`config.mk`:
```
export PLATFORM = sky130hd
export DESIGN_NAME = nor_mis_stim_gen
export DESIGN_NICKNAME = d
export VERILOG_FILES = /design/src/rtl/nor_mis_pkg.sv /design/src/rtl/nor_mis_down_counter.sv /design/src/rtl/nor_mis_stim_gen.sv
export SDC_FILE = /design/constraint.sdc
export NUM_CORES = 1
export LEC_CHECK = 0
export BUFFER_PORTS_ARGS = -buffer_cell sky130_fd_sc_hd__buf_2
export CAP_MARGIN = 20
export CORE_MARGIN = 4
export CORE_UTILIZATION = 35
export DETAILED_ROUTE_END_ITERATION = 6
export PLACE_DENSITY_LB_ADDON = 0.15
export SLEW_MARGIN = 20
export SYNTH_ARGS = -nofsm -noshare
export SYNTH_HDL_FRONTEND = slang
export SYNTH_SLANG_ARGS = --single-unit
```
`constraint.sdc`:
```
create_clock -name clk -period 4.07 [get_ports clk]
set_clock_uncertainty 0.1 [all_clocks]
set_input_delay 1.221 -clock clk [delete_from_list [all_inputs] [get_ports clk]]
set_output_delay 1.221 -clock clk [all_outputs]
set_load 0.01 [all_outputs]
```
`src/rtl/nor_mis_pkg.sv`:
```
// Shared types, default widths and helpers for the NOR MIS stimulus generator.
package nor_mis_pkg;

    localparam int unsigned DELTA_W_DEF  = 8;
    localparam int unsigned PERIOD_W_DEF = 8;
    localparam int unsigned CNT_W_DEF    = 16;

    typedef enum logic [2:0] {
        ST_IDLE,
        ST_LEAD,
        ST_LAG_WAIT,
        ST_SETTLE,
        ST_FIN
    } state_e;

    // Magnitude of a sign-extended skew; the most negative value maps to its full magnitude.
    function automatic logic [31:0] delta_mag(input logic signed [31:0] d);
        return d[31] ? 32'(-d) : 32'(d);
    endfunction

endpackage

```
`src/rtl/nor_mis_down_counter.sv`:
```
// Loadable down counter with a zero flag; holds at zero.
module nor_mis_down_counter
    import nor_mis_pkg::*;
#(
    parameter int unsigned W = DELTA_W_DEF
) (
    input  logic         clk,
    input  logic         rst_n,
    input  logic         load,
    input  logic [W-1:0] load_val,
    input  logic         dec,
    output logic         zero_c
);

    logic [W-1:0] cnt_q;
    logic [W-1:0] cnt_d;

    always_comb begin
        cnt_d = cnt_q;
        if (load) begin
            cnt_d = load_val;
        end else if (dec && (cnt_q != '0)) begin
            cnt_d = cnt_q - W'(1);
        end
    end

    always_ff @(posedge clk or negedge rst_n) begin
        if (!rst_n) begin
            cnt_q <= '0;
        end else begin
            cnt_q <= cnt_d;
        end
    end

    assign zero_c = (cnt_q == '0);

endmodule

```
`src/rtl/nor_mis_stim_gen.sv`:
```
// Drives the two NOR chain inputs with skewed toggle events separated by a settle gap.
module nor_mis_stim_gen
    import nor_mis_pkg::*;
#(
    parameter int unsigned DELTA_W  = DELTA_W_DEF,
    parameter int unsigned PERIOD_W = PERIOD_W_DEF,
    parameter int unsigned CNT_W    = CNT_W_DEF
) (
    input  logic                       clk,
    input  logic                       rst_n,
    input  logic                       start,
    input  logic                       abort,
    input  logic signed [DELTA_W-1:0]  delta,
    input  logic [PERIOD_W-1:0]        period,
    input  logic [CNT_W-1:0]           num_events,
    output logic                       myinA1,
    output logic                       myinA2,
    output logic                       busy,
    output logic                       done,
    output logic [CNT_W-1:0]           events_done
);

    state_e               state_q, state_d;
    logic                 a1_q, a1_d;
    logic                 a2_q, a2_d;
    logic                 busy_q, busy_d;
    logic                 done_q, done_d;
    logic [CNT_W-1:0]     ev_q, ev_d;
    logic [DELTA_W-1:0]   mag_q, mag_d;
    logic                 a1_lead_q, a1_lead_d;
    logic [PERIOD_W-1:0]  period_q, period_d;
    logic [CNT_W-1:0]     num_q, num_d;

    logic                 lag_load_c, lag_dec_c, lag_zero_c;
    logic [DELTA_W-1:0]   lag_val_c;
    logic                 set_load_c, set_dec_c, set_zero_c;
    logic [PERIOD_W-1:0]  set_val_c;
    logic                 lag_edge_c;
    logic [DELTA_W-1:0]   mag_in_c;

    assign mag_in_c = DELTA_W'(delta_mag(32'(delta)));

    always_comb begin
        state_d    = state_q;
        a1_d       = a1_q;
        a2_d       = a2_q;
        busy_d     = 1'b0;
        done_d     = 1'b0;
        ev_d       = ev_q;
        mag_d      = mag_q;
        a1_lead_d  = a1_lead_q;
        period_d   = period_q;
        num_d      = num_q;
        lag_load_c = 1'b0;
        lag_dec_c  = 1'b0;
        lag_val_c  = mag_q - DELTA_W'(1);
        set_load_c = 1'b0;
        set_dec_c  = 1'b0;
        set_val_c  = period_q - PERIOD_W'(1);
        lag_edge_c = 1'b0;

        unique case (state_q)
            ST_IDLE: begin
                if (start) begin
                    mag_d     = mag_in_c;
                    a1_lead_d = ~delta[DELTA_W-1];
                    period_d  = period;
                    num_d     = num_events;
                    ev_d      = '0;
                    state_d   = (num_events == '0) ? ST_FIN : ST_LEAD;
                end
            end
            ST_LEAD: begin
                busy_d = 1'b1;
                if (mag_q == '0) begin
                    a1_d       = ~a1_q;
                    a2_d       = ~a2_q;
                    lag_edge_c = 1'b1;
                end else begin
                    if (a1_lead_q) a1_d = ~a1_q;
                    else           a2_d = ~a2_q;
                    lag_load_c = 1'b1;
                    state_d    = ST_LAG_WAIT;
                end
            end
            ST_LAG_WAIT: begin
                busy_d = 1'b1;
                if (lag_zero_c) begin
                    if (a1_lead_q) a2_d = ~a2_q;
                    else           a1_d = ~a1_q;
                    lag_edge_c = 1'b1;
                end else begin
                    lag_dec_c = 1'b1;
                end
            end
            ST_SETTLE: begin
                busy_d = 1'b1;
                if (set_zero_c) begin
                    state_d = (ev_q == num_q) ? ST_FIN : ST_LEAD;
                end else begin
                    set_dec_c = 1'b1;
                end
            end
            ST_FIN: begin
                done_d  = 1'b1;
                state_d = ST_IDLE;
            end
            default: state_d = ST_IDLE;
        endcase

        // Event completes on the lagging edge; a zero gap skips SETTLE entirely.
        if (lag_edge_c) begin
            ev_d = ev_q + CNT_W'(1);
            if (period_q == '0) begin
                state_d = (ev_d == num_q) ? ST_FIN : ST_LEAD;
            end else begin
                set_load_c = 1'b1;
                state_d    = ST_SETTLE;
            end
        end

        if (abort) begin
            state_d = ST_IDLE;
            a1_d    = 1'b0;
            a2_d    = 1'b0;
            busy_d  = 1'b0;
            done_d  = 1'b0;
            ev_d    = ev_q;
        end
    end

    always_ff @(posedge clk or negedge rst_n) begin
        if (!rst_n) begin
            state_q   <= ST_IDLE;
            a1_q      <= 1'b0;
            a2_q      <= 1'b0;
            busy_q    <= 1'b0;
            done_q    <= 1'b0;
            ev_q      <= '0;
            mag_q     <= '0;
            a1_lead_q <= 1'b1;
            period_q  <= '0;
            num_q     <= '0;
        end else begin
            state_q   <= state_d;
            a1_q      <= a1_d;
            a2_q      <= a2_d;
            busy_q    <= busy_d;
            done_q    <= done_d;
            ev_q      <= ev_d;
            mag_q     <= mag_d;
            a1_lead_q <= a1_lead_d;
            period_q  <= period_d;
            num_q     <= num_d;
        end
    end

    nor_mis_down_counter #(.W(DELTA_W)) u_lag_cnt (
        .clk      (clk),
        .rst_n    (rst_n),
        .load     (lag_load_c),
        .load_val (lag_val_c),
        .dec      (lag_dec_c),
        .zero_c   (lag_zero_c)
    );

    nor_mis_down_counter #(.W(PERIOD_W)) u_settle_cnt (
        .clk      (clk),
        .rst_n    (rst_n),
        .load     (set_load_c),
        .load_val (set_val_c),
        .dec      (set_dec_c),
        .zero_c   (set_zero_c)
    );

    assign myinA1      = a1_q;
    assign myinA2      = a2_q;
    assign busy        = busy_q;
    assign done        = done_q;
    assign events_done = ev_q;

endmodule

```
# Yosys cells after proc, flatten, opt, wreduce, memory -nomap -nowiden
# Index checks and enable logic that the tools add are counted.
classes:
  addsub: 6
  multipliers: 0
  div_mod_pow: 0
  bitwise_logic: 4
  n_reduce_logical: 21
  n_shift: 0
  n_mux: 45
  magnitude_cmp: 0
  eq_ne: 15
op_table:
  columns: ["op", "count"]
  rows:
  - ["16-bit two-way mux", 3]
  - ["8-bit two-way mux", 5]
  - ["16-bit == test", 2]
  - ["8-bit logical NOT", 4]
  - ["8-bit by 1-bit subtractor with 8-bit output, second input constant", 4]
  - ["3-bit two-way mux", 9]
  - ["1-bit two-way mux", 24]
  - ["4-bit inequality test, second input constant", 5]
  - ["16-bit by 1-bit adder with 16-bit output, second input constant", 1]
  - ["16-bit logical NOT", 1]
  - ["8-bit nonzero test", 2]
  - ["3-bit inequality test, second input constant", 4]
  - ["3-bit one-hot mux with 4 select lines", 1]
  - ["4-bit AND reduction", 3]
  - ["8-bit negator", 1]
  - ["2-bit nonzero test", 4]
  - ["3-bit by 2-bit == test with 1-bit output, second input constant", 2]
  - ["1-bit one-hot mux with 2 select lines", 3]
  - ["1-bit NOT", 4]
  - ["3-bit by 1-bit == test with 1-bit output, second input constant", 1]
  - ["3-bit == test, second input constant", 1]
  - ["3-bit logical NOT", 1]
  - ["3-bit AND reduction", 1]
  - ["3-bit nonzero test", 1]
  - ["3 further kinds", 4]
totals:
  ramBits: 0
  output_inout_bits: 20
  inputBits: 36
  mem_count: 0
  romBits: 0
  latchBits: 0
  elab_cells: 103
  ff_bits: 72

# Longest topological paths before layout
# Gate-level depths: netlist (run 1).
depth:
  word_depth: 6
  depth_mapped: 13
  depth_no_buf: 11

# Hierarchy
# Synthesis (run 1) repeated with hierarchy kept, for this count alone.
unflattened:
  cells_unflattened: 534
  area_unflattened_um2: 4625.7
by_module_without_submodules:
  columns: ["module", "area_each_um2", "cells_each", "seq_area_each_um2", "instances"]
  rows:
  - ["nor_mis_stim_gen", 3569.7, 418, 1402.6, 1]
  - ["nor_mis_down_counter", 528.0, 58, 200.2, 2]

# Least setup slack after synthesis (run 1)
# No wires, ideal clock.
synth_path:
  path_kind: "flip-flop to flip-flop"
  from: "register u_lag_cnt.cnt_q[2]"
  to: "register u_settle_cnt.cnt_q[6]"
  stages_incl_launch_ff: 14
  t_arrival_ps: 2678
  n_path_buf: 2
  slack_ps: 1166
  setup_ps: 126
  synth_period_minus_slack_ps: 2904
  path_cell_list: "dfrtp_1 > nor3_1 > and3_1 > nand3_1 > a21oi_1 > nor2b_1 > buf_2 > buf_2 > mux2i_1 > ha_1 > nand3_1 > nor3_1 > xnor2_1 > mux2i_1"
synth_between:
  elab_chain_len: 5
  word_cells_on_any_way: 6
  classes_between: "4 x mux; 2 x reduce/logical"
synth_lines:
  columns: ["item", "line", "rtl"]
  rows:
  - ["start, declared", "nor_mis_down_counter.sv:15", "logic [W-1:0] cnt_q;"]
  - ["start signal, assigned", "nor_mis_down_counter.sv:31", "cnt_q <= cnt_d;"]
  - ["8-bit logical NOT (*)", "nor_mis_down_counter.sv:35", "assign zero_c = (cnt_q == '0);"]
  - ["1-bit two-way mux (*)", "nor_mis_stim_gen.sv:88", "if (lag_zero_c) begin"]
  - ["1-bit one-hot mux with 2 select lines (*)", "nor_mis_stim_gen.sv:62", "unique case (state_q)"]
  - ["1-bit two-way mux (*)", "nor_mis_stim_gen.sv:112", "if (lag_edge_c) begin"]
  - ["8-bit two-way mux / 2-bit nonzero test (equally long branches)", null, null]
  - ["end signal, assigned", "nor_mis_down_counter.sv:31", null]
  - ["end, declared", "nor_mis_down_counter.sv:15", null]
# Mark *: on every way between the ends. The rest lies on a longest branch, timed or not.
# A chain may end at the register's enable or synchronous reset.

# Final worst setup path (run 1)
# Ends and elaborated chain as after synthesis.

==> metrics, run 1 <==
status finished, final reports clean; sw frac 0.388; Synthesis Warnings 0; dpl ws 0.889 ns; clock-pin slew on the worst setup and hold paths 0.06 ns; number of diodes 0; CP max FO 17; root buffer cell clkbuf_16; Worst-Margin Slew 0.960 ns; PostCTS Resize Cnt 0; largest net degree at the start of global routing 32; Fillers 1,228; share of cells above drive strength 1 0.159; Tmin final 3.21 ns; leakage 2.26 nW; nets 587; Starting DRT DRC Count 148; Syn Inst Count 502; Final Wtd Congestion 0.866; max cap viols 0; VDD IR max 0.176 mV; clk buf depth 2; Yosys top cell area share 0.413; Post-synth EDFFs 0; P_sw 1.25 mW; P per Cell Area 641 nW/um^2; kind of start point of the critical path flop; num rows 40; Synth async-reset ratio 1.00; commonest non-fill, non-tap cell in the layout nand2_1; Reg power frac 0.396; grt ovf 0; leading area contributor after synthesis dfrtp_1; Initial Utilization 0.358; Post-CTS Hold Buffers 0; DR WL/cell 16.5 um; first-pass GRT wire length 19,200 um; most frequent cells in the layout 111 x nand2_1, 71 x dfrtp_1, 55 x buf_2; synth-to-layout area growth 16.2%; TritonCTS clock tree yes; RSZ-0062 raised after global routing no; syn_nets 542; Setup Buffers After CTS 0; vias 3,814; Netlist cell types 57; final count of negative-setup-slack endpoints 0; relative slew slack 0.358; Final period util 0.788; ranking of synthesized cells by area dfrtp_1 41%, nand2_1 9.7%, xnor2_1 4.9%; Die H 119 um; Tot GR Track Use 0.168; Worst EP arrival 3.33 ns; area of the multi-input gates 2340 sq um; Hold Path Class flop to flop; Clock power frac 0.268; Final Power 3.21 mW; core area 12,000 sq um; CTS Buf Count 9; via density per instance 5.46; kind of critical path flop to flop; Comb pwr share 0.336; TritonRoute pass-1 iters 4; post-DP HPWL 8320 um; Seq cells post-synth 72; Setup TNS Final 0 ns; ANT nets after route 0; final wirelength 11,500 um; Max Slew Vio Count 0; endpoint class of the critical path flop; initial antenna violation count 0; Ports 56; CTS H-tree lvls 3; achievable clock frequency 312 MHz; vias in the first global route 3,723; prevailing post-synth register cell dfrtp_1; count of final hold-check violations 0; Avg Inst Size Synth 8.58 sq um; DRC viols 0; Clock Latency Late Sink 0.34 ns; register area share after synthesis 0.419; Mapped Area 4310 sq um; Final WS setup 0.863 ns; die width 119 um; Cell Int Power 1.96 mW; clk sinks 72; # port buffers 55; FF+latch area 1800 sq um; die area 14,100 sq um; Req. time, crit path 4.19 ns
[per-stage QoR]
stage | hold WS (ns) | util | instances | cell area, sq um
floorplan | 0.361 | - | 502 | 4310
global placement | 0.386 | 0.390 | 683 | 4680
detailed placement | 0.389 | 0.390 | 683 | 4680
CTS | 0.404 | 0.417 | 699 | 5000
global route | 0.439 | 0.417 | 699 | 5000
finish | 0.401 | 0.417 | 699 | 5000
[kinds of logic (layout without fill, tap and decap cells)]
group,count (synthesis),after routing,synth area share
XOR/XNOR,46,46,0.0936
flip-flops,72,72,0.419
buffers and inverters,34,84,0.0392
multiplexers,10,10,0.0232
adder cells (fa/ha/maj),4,4,0.0116
AND/OR/NAND/NOR,236,236,0.264
AO/OA/AOI/OAI,100,100,0.149
[routing by layer]
metal  up-vias  routed length, um  track usage
met5         -                  0            0
met2        66               5440        0.265
met1      1860               5470        0.226
li1       1872                  -            -
met4         0                230       0.0673
met3        16                366       0.0347
[final cells by class]
class / instances / area share
tap: 147 / 0.0368
inverter: 6 / 0.00450
clock inverter: 7 / 0.0193
sequential: 72 / 0.360
multi-input combinational: 396 / 0.469
clock buffer: 9 / 0.0450
timing repair buffer: 62 / 0.0655
[worst max-delay path, stage by stage (launching register included)]
cell	delay, ns
dfrtp_1	0.43
nor3_1	0.49
and3_1	0.30
nand3_1	0.09
a21oi_1	0.23
nor2b_1	0.16
buf_4	0.23
mux2i_1	0.23
ha_1	0.27
nand3_1	0.13
nor3_1	0.20
xnor2_1	0.15
mux2i_1	0.08
[state kept, by name (all words and copies together), names as in the netlist]
name / flops
state_q: 3
busy: 1
done: 1
u_lag_cnt.cnt_q: 8
myinA2: 1
myinA1: 1
mag_q: 8
period_q: 8
num_q: 16
events_done: 16
a1_lead_q: 1
u_settle_cnt.cnt_q: 8
[worst paths after layout]
path                                                     start  slack [ns]                           endpoint  cells past startpoint
worst max register to register  u_lag_cnt.cnt_q[2]$_DFFE_PN0P_        0.86  u_settle_cnt.cnt_q[6]$_DFFE_PN0P_                     12
worst min-delay path                     num_q[11]$_DFFE_PN0P_        0.40              num_q[11]$_DFFE_PN0P_                      2
worst max-delay path            u_lag_cnt.cnt_q[2]$_DFFE_PN0P_        0.86  u_settle_cnt.cnt_q[6]$_DFFE_PN0P_                     12
min in group asynchronous                                rst_n        0.83               mag_q[3]$_DFFE_PN0P_                      1
max in group asynchronous                                rst_n        2.21              a1_lead_q$_DFFE_PN1P_                      2
worst min register to register           num_q[11]$_DFFE_PN0P_        0.40              num_q[11]$_DFFE_PN0P_                      2
[power by group through the flow]
stage	Combinational (mW)	Sequential, mW	Clock (mW)
detailed placement	1.08	1.28	0
global placement	1.06	1.28	0
finish	1.08	1.27	0.859
global route	1.23	1.32	0.911
floorplan	0.844	1.19	0
CTS	1.09	1.27	0.880
[cell usage after synthesis, types with 5 or more instances]
cell / number
or3_1: 6
o21ai_1: 12
xor2_1: 22
dfrtp_1: 71
o31ai_1: 9
nor2_1: 38
nor4_1: 8
o21ai_0: 20
xnor2_1: 24
mux2i_1: 10
nand2_1: 111
a211oi_1: 5
clkbuf_1: 16
o211ai_1: 7
buf_2: 6
and3_1: 5
nor3_1: 15
nand4_1: 10
inv_1: 6
a21oi_1: 19
nand3_1: 13
Power figures use the tool's default switching activity.
==> inputs of run 2 (changes only) <==
==> constraint.sdc (replaced) <==
create_clock -name clk -period 3 [get_ports clk]
set_clock_uncertainty 0.1 [all_clocks]
set_input_delay 0.9 -clock clk [delete_from_list [all_inputs] [get_ports clk]]
set_output_delay 0.9 -clock clk [all_outputs]
set_load 0.01 [all_outputs]
==> metrics, run 2 (synthesis gave the netlist of run 1 again) <==
Comb pwr share 0.357 (+0.021); fin area 5090 sq um (+1.8%); sw frac 0.392 (+0.00407); Placed Cells 699 (+2.3%); clk sinks 72 (unchanged); ANT nets after route 0 (unchanged); core area 12,000 sq um (unchanged); Hold EP num_q[5]$_DFFE_PN0P_; Clock Latency Late Sink 0.34 ns (about the same); R2R depth 7 (-5); # port buffers 55 (unchanged); max cap viols 0 (unchanged); most frequent cells in the layout 111 x nand2_1, 71 x dfrtp_1, 55 x buf_2; Final WS setup 0.310 ns (-0.553 ns); P_sw 1.65 mW (+32%); Ports 56 (unchanged); Setup TNS Final 0 ns (unchanged); TritonRoute pass-1 iters 4 (unchanged); area of the multi-input gates 2360 sq um (+0.64%); final wirelength 11,300 um (-1.5%); DR WL/cell 15.9 um (-3.7%); Placement Cell Area 4810 sq um (+2.8%); worst path cell trace nand4_1 -> nor2_1 -> and4b_1 -> o22ai_1 -> or4_4 -> nor4b_1 -> o211ai_1; leakage 2.33 nW (+3.1%); Post-CTS Hold Buffers 0 (unchanged); CTS H-tree lvls 3 (unchanged); status finished, final reports clean; root buffer cell clkbuf_16; VDD IR max 0.367 mV (+110%); Final Power 4.20 mW (+31%); post-DP HPWL 8410 um (+1.1%); synth-to-layout area growth 18.3%; Finished Layout Cells 715 (+2.3%); num rows 40 (unchanged); via density per instance 5.35 (-2.0%); vias in the first global route 3,873 (+4.0%); Cell Int Power 2.55 mW (+30%); hold slack 0.404 ns (+0.00278 ns); worst reg2reg setup slack 0.31 ns (-0.55 ns); share of cells above drive strength 1 0.181 (+0.0219); final count of negative-setup-slack endpoints 0 (unchanged); max incr delay on CP 0.56 ns (+0.07 ns); hold path start num_q[5]$_DFFE_PN0P_; RR Startpoint events_done[2]$_DFFE_PN0P_; FF+latch area 1800 sq um (unchanged); achievable clock frequency 372 MHz (+19%); DRC viols 0 (unchanged); slowest stage cell, crit path or4_4; Req. time, crit path 3.11 ns (-1.08 ns); count of final hold-check violations 0 (unchanged); Fillers 1,226 (-0.16%); Tot GR Track Use 0.170 (+0.00176); TritonCTS clock tree yes; Die H 119 um (unchanged); kind of start point of the critical path flop; Reg power frac 0.410 (+0.014); CTS Buf Count 9 (unchanged); commonest non-fill, non-tap cell in the layout nand2_1; Starting DRT DRC Count 163 (+10%); CP max FO 10 (-7); Tmin final 2.69 ns (-0.517 ns); Max Slew Vio Count 0 (unchanged); hold depth 2 (unchanged); P per Cell Area 825 nW/um^2 (+29%); Hold Path Class flop to flop; CP delay by family, top simple AND/OR/NAND/NOR gates; die area 14,100 sq um (unchanged); grt ovf 0 (unchanged); Worst-Margin Slew 0.840 ns (-0.120 ns); Initial Utilization 0.358 (unchanged); nets 603 (+2.7%); vias 3,823 (+0.24%); Worst EP arrival 2.80 ns (-0.53 ns); endpoint class of the critical path flop; Worst Path Buf+Inv 0 (-1); relative slew slack 0.439 (+0.0805); largest net degree at the start of global routing 55 (+72%); number of diodes 0 (unchanged); kind of critical path flop to flop; initial antenna violation count 0 (unchanged); RSZ-0062 raised after global routing no; Clock power frac 0.233 (-0.035); clk buf depth 2 (unchanged); Final Core Density 0.424 (+0.00740); clock-pin slew on the worst setup and hold paths 0.05 ns (about the same); RR Endpoint state_q[0]$_DFFE_PN0P_; first-pass GRT wire length 19,500 um (+1.6%); dpl ws 0.171 ns (-0.719 ns); Final Wtd Congestion 0.850 (-1.8%); die width 119 um (unchanged); Final period util 0.897 (+0.109)
run 2: worst max path at each step:
stage | from | endpoint | cells after the start
finish | events_done[2]$_DFFE_PN0P_ | state_q[0]$_DFFE_PN0P_ | 7
global route | u_lag_cnt.cnt_q[6]$_DFFE_PN0P_ | u_settle_cnt.cnt_q[6]$_DFFE_PN0P_ | 11
CTS | u_lag_cnt.cnt_q[2]$_DFFE_PN0P_ | u_settle_cnt.cnt_q[6]$_DFFE_PN0P_ | 11
detailed placement | u_lag_cnt.cnt_q[2]$_DFFE_PN0P_ | u_settle_cnt.cnt_q[6]$_DFFE_PN0P_ | 11
global placement | u_lag_cnt.cnt_q[2]$_DFFE_PN0P_ | u_settle_cnt.cnt_q[6]$_DFFE_PN0P_ | 11
floorplan | u_lag_cnt.cnt_q[2]$_DFFE_PN0P_ | u_settle_cnt.cnt_q[6]$_DFFE_PN0P_ | 13
run 2: per-layer routing:
metal,global-route usage,up-vias,routed length (um)
met3,0.0337,15,439
met2,0.278,61,5490
li1,-,1896,-
met1,0.225,1851,5200
met5,0,-,0
met4,0.0587,0,196
run 2: repair_timing:
action	in CTS	in global routing
resized for setup	0	4
setup endpoints to repair	0	2
buffers inserted	0	0
run 2: area by class of cell:
cell class              count  area share
clock buffers              15      0.0506
clock inverters             1    0.000983
inverters                   6     0.00442
multi-input cells         396       0.463
flip-flops and latches     72       0.354
well taps                 147      0.0361
repair buffers             78      0.0904
run 2: power groups by stage:
| stage | Combinational [mW] | Clock [mW] | Sequential, mW |
|---|---|---|---|
| finish | 1.50 | 0.979 | 1.72 |
| global route | 1.72 | 1.04 | 1.80 |
| CTS | 1.51 | 1.01 | 1.72 |
| detailed placement | 1.50 | 0 | 1.74 |
| global placement | 1.49 | 0 | 1.73 |
| floorplan | 1.15 | 0 | 1.61 |
run 2: worst register-to-register path, cell delays in order (launching register included):
cell and delay (ns):
dfrtp_1 0.52, nand4_1 0.23, nor2_1 0.40, and4b_1 0.27, o22ai_1 0.08, or4_4 0.56
nor4b_1 0.28, o211ai_1 0.11
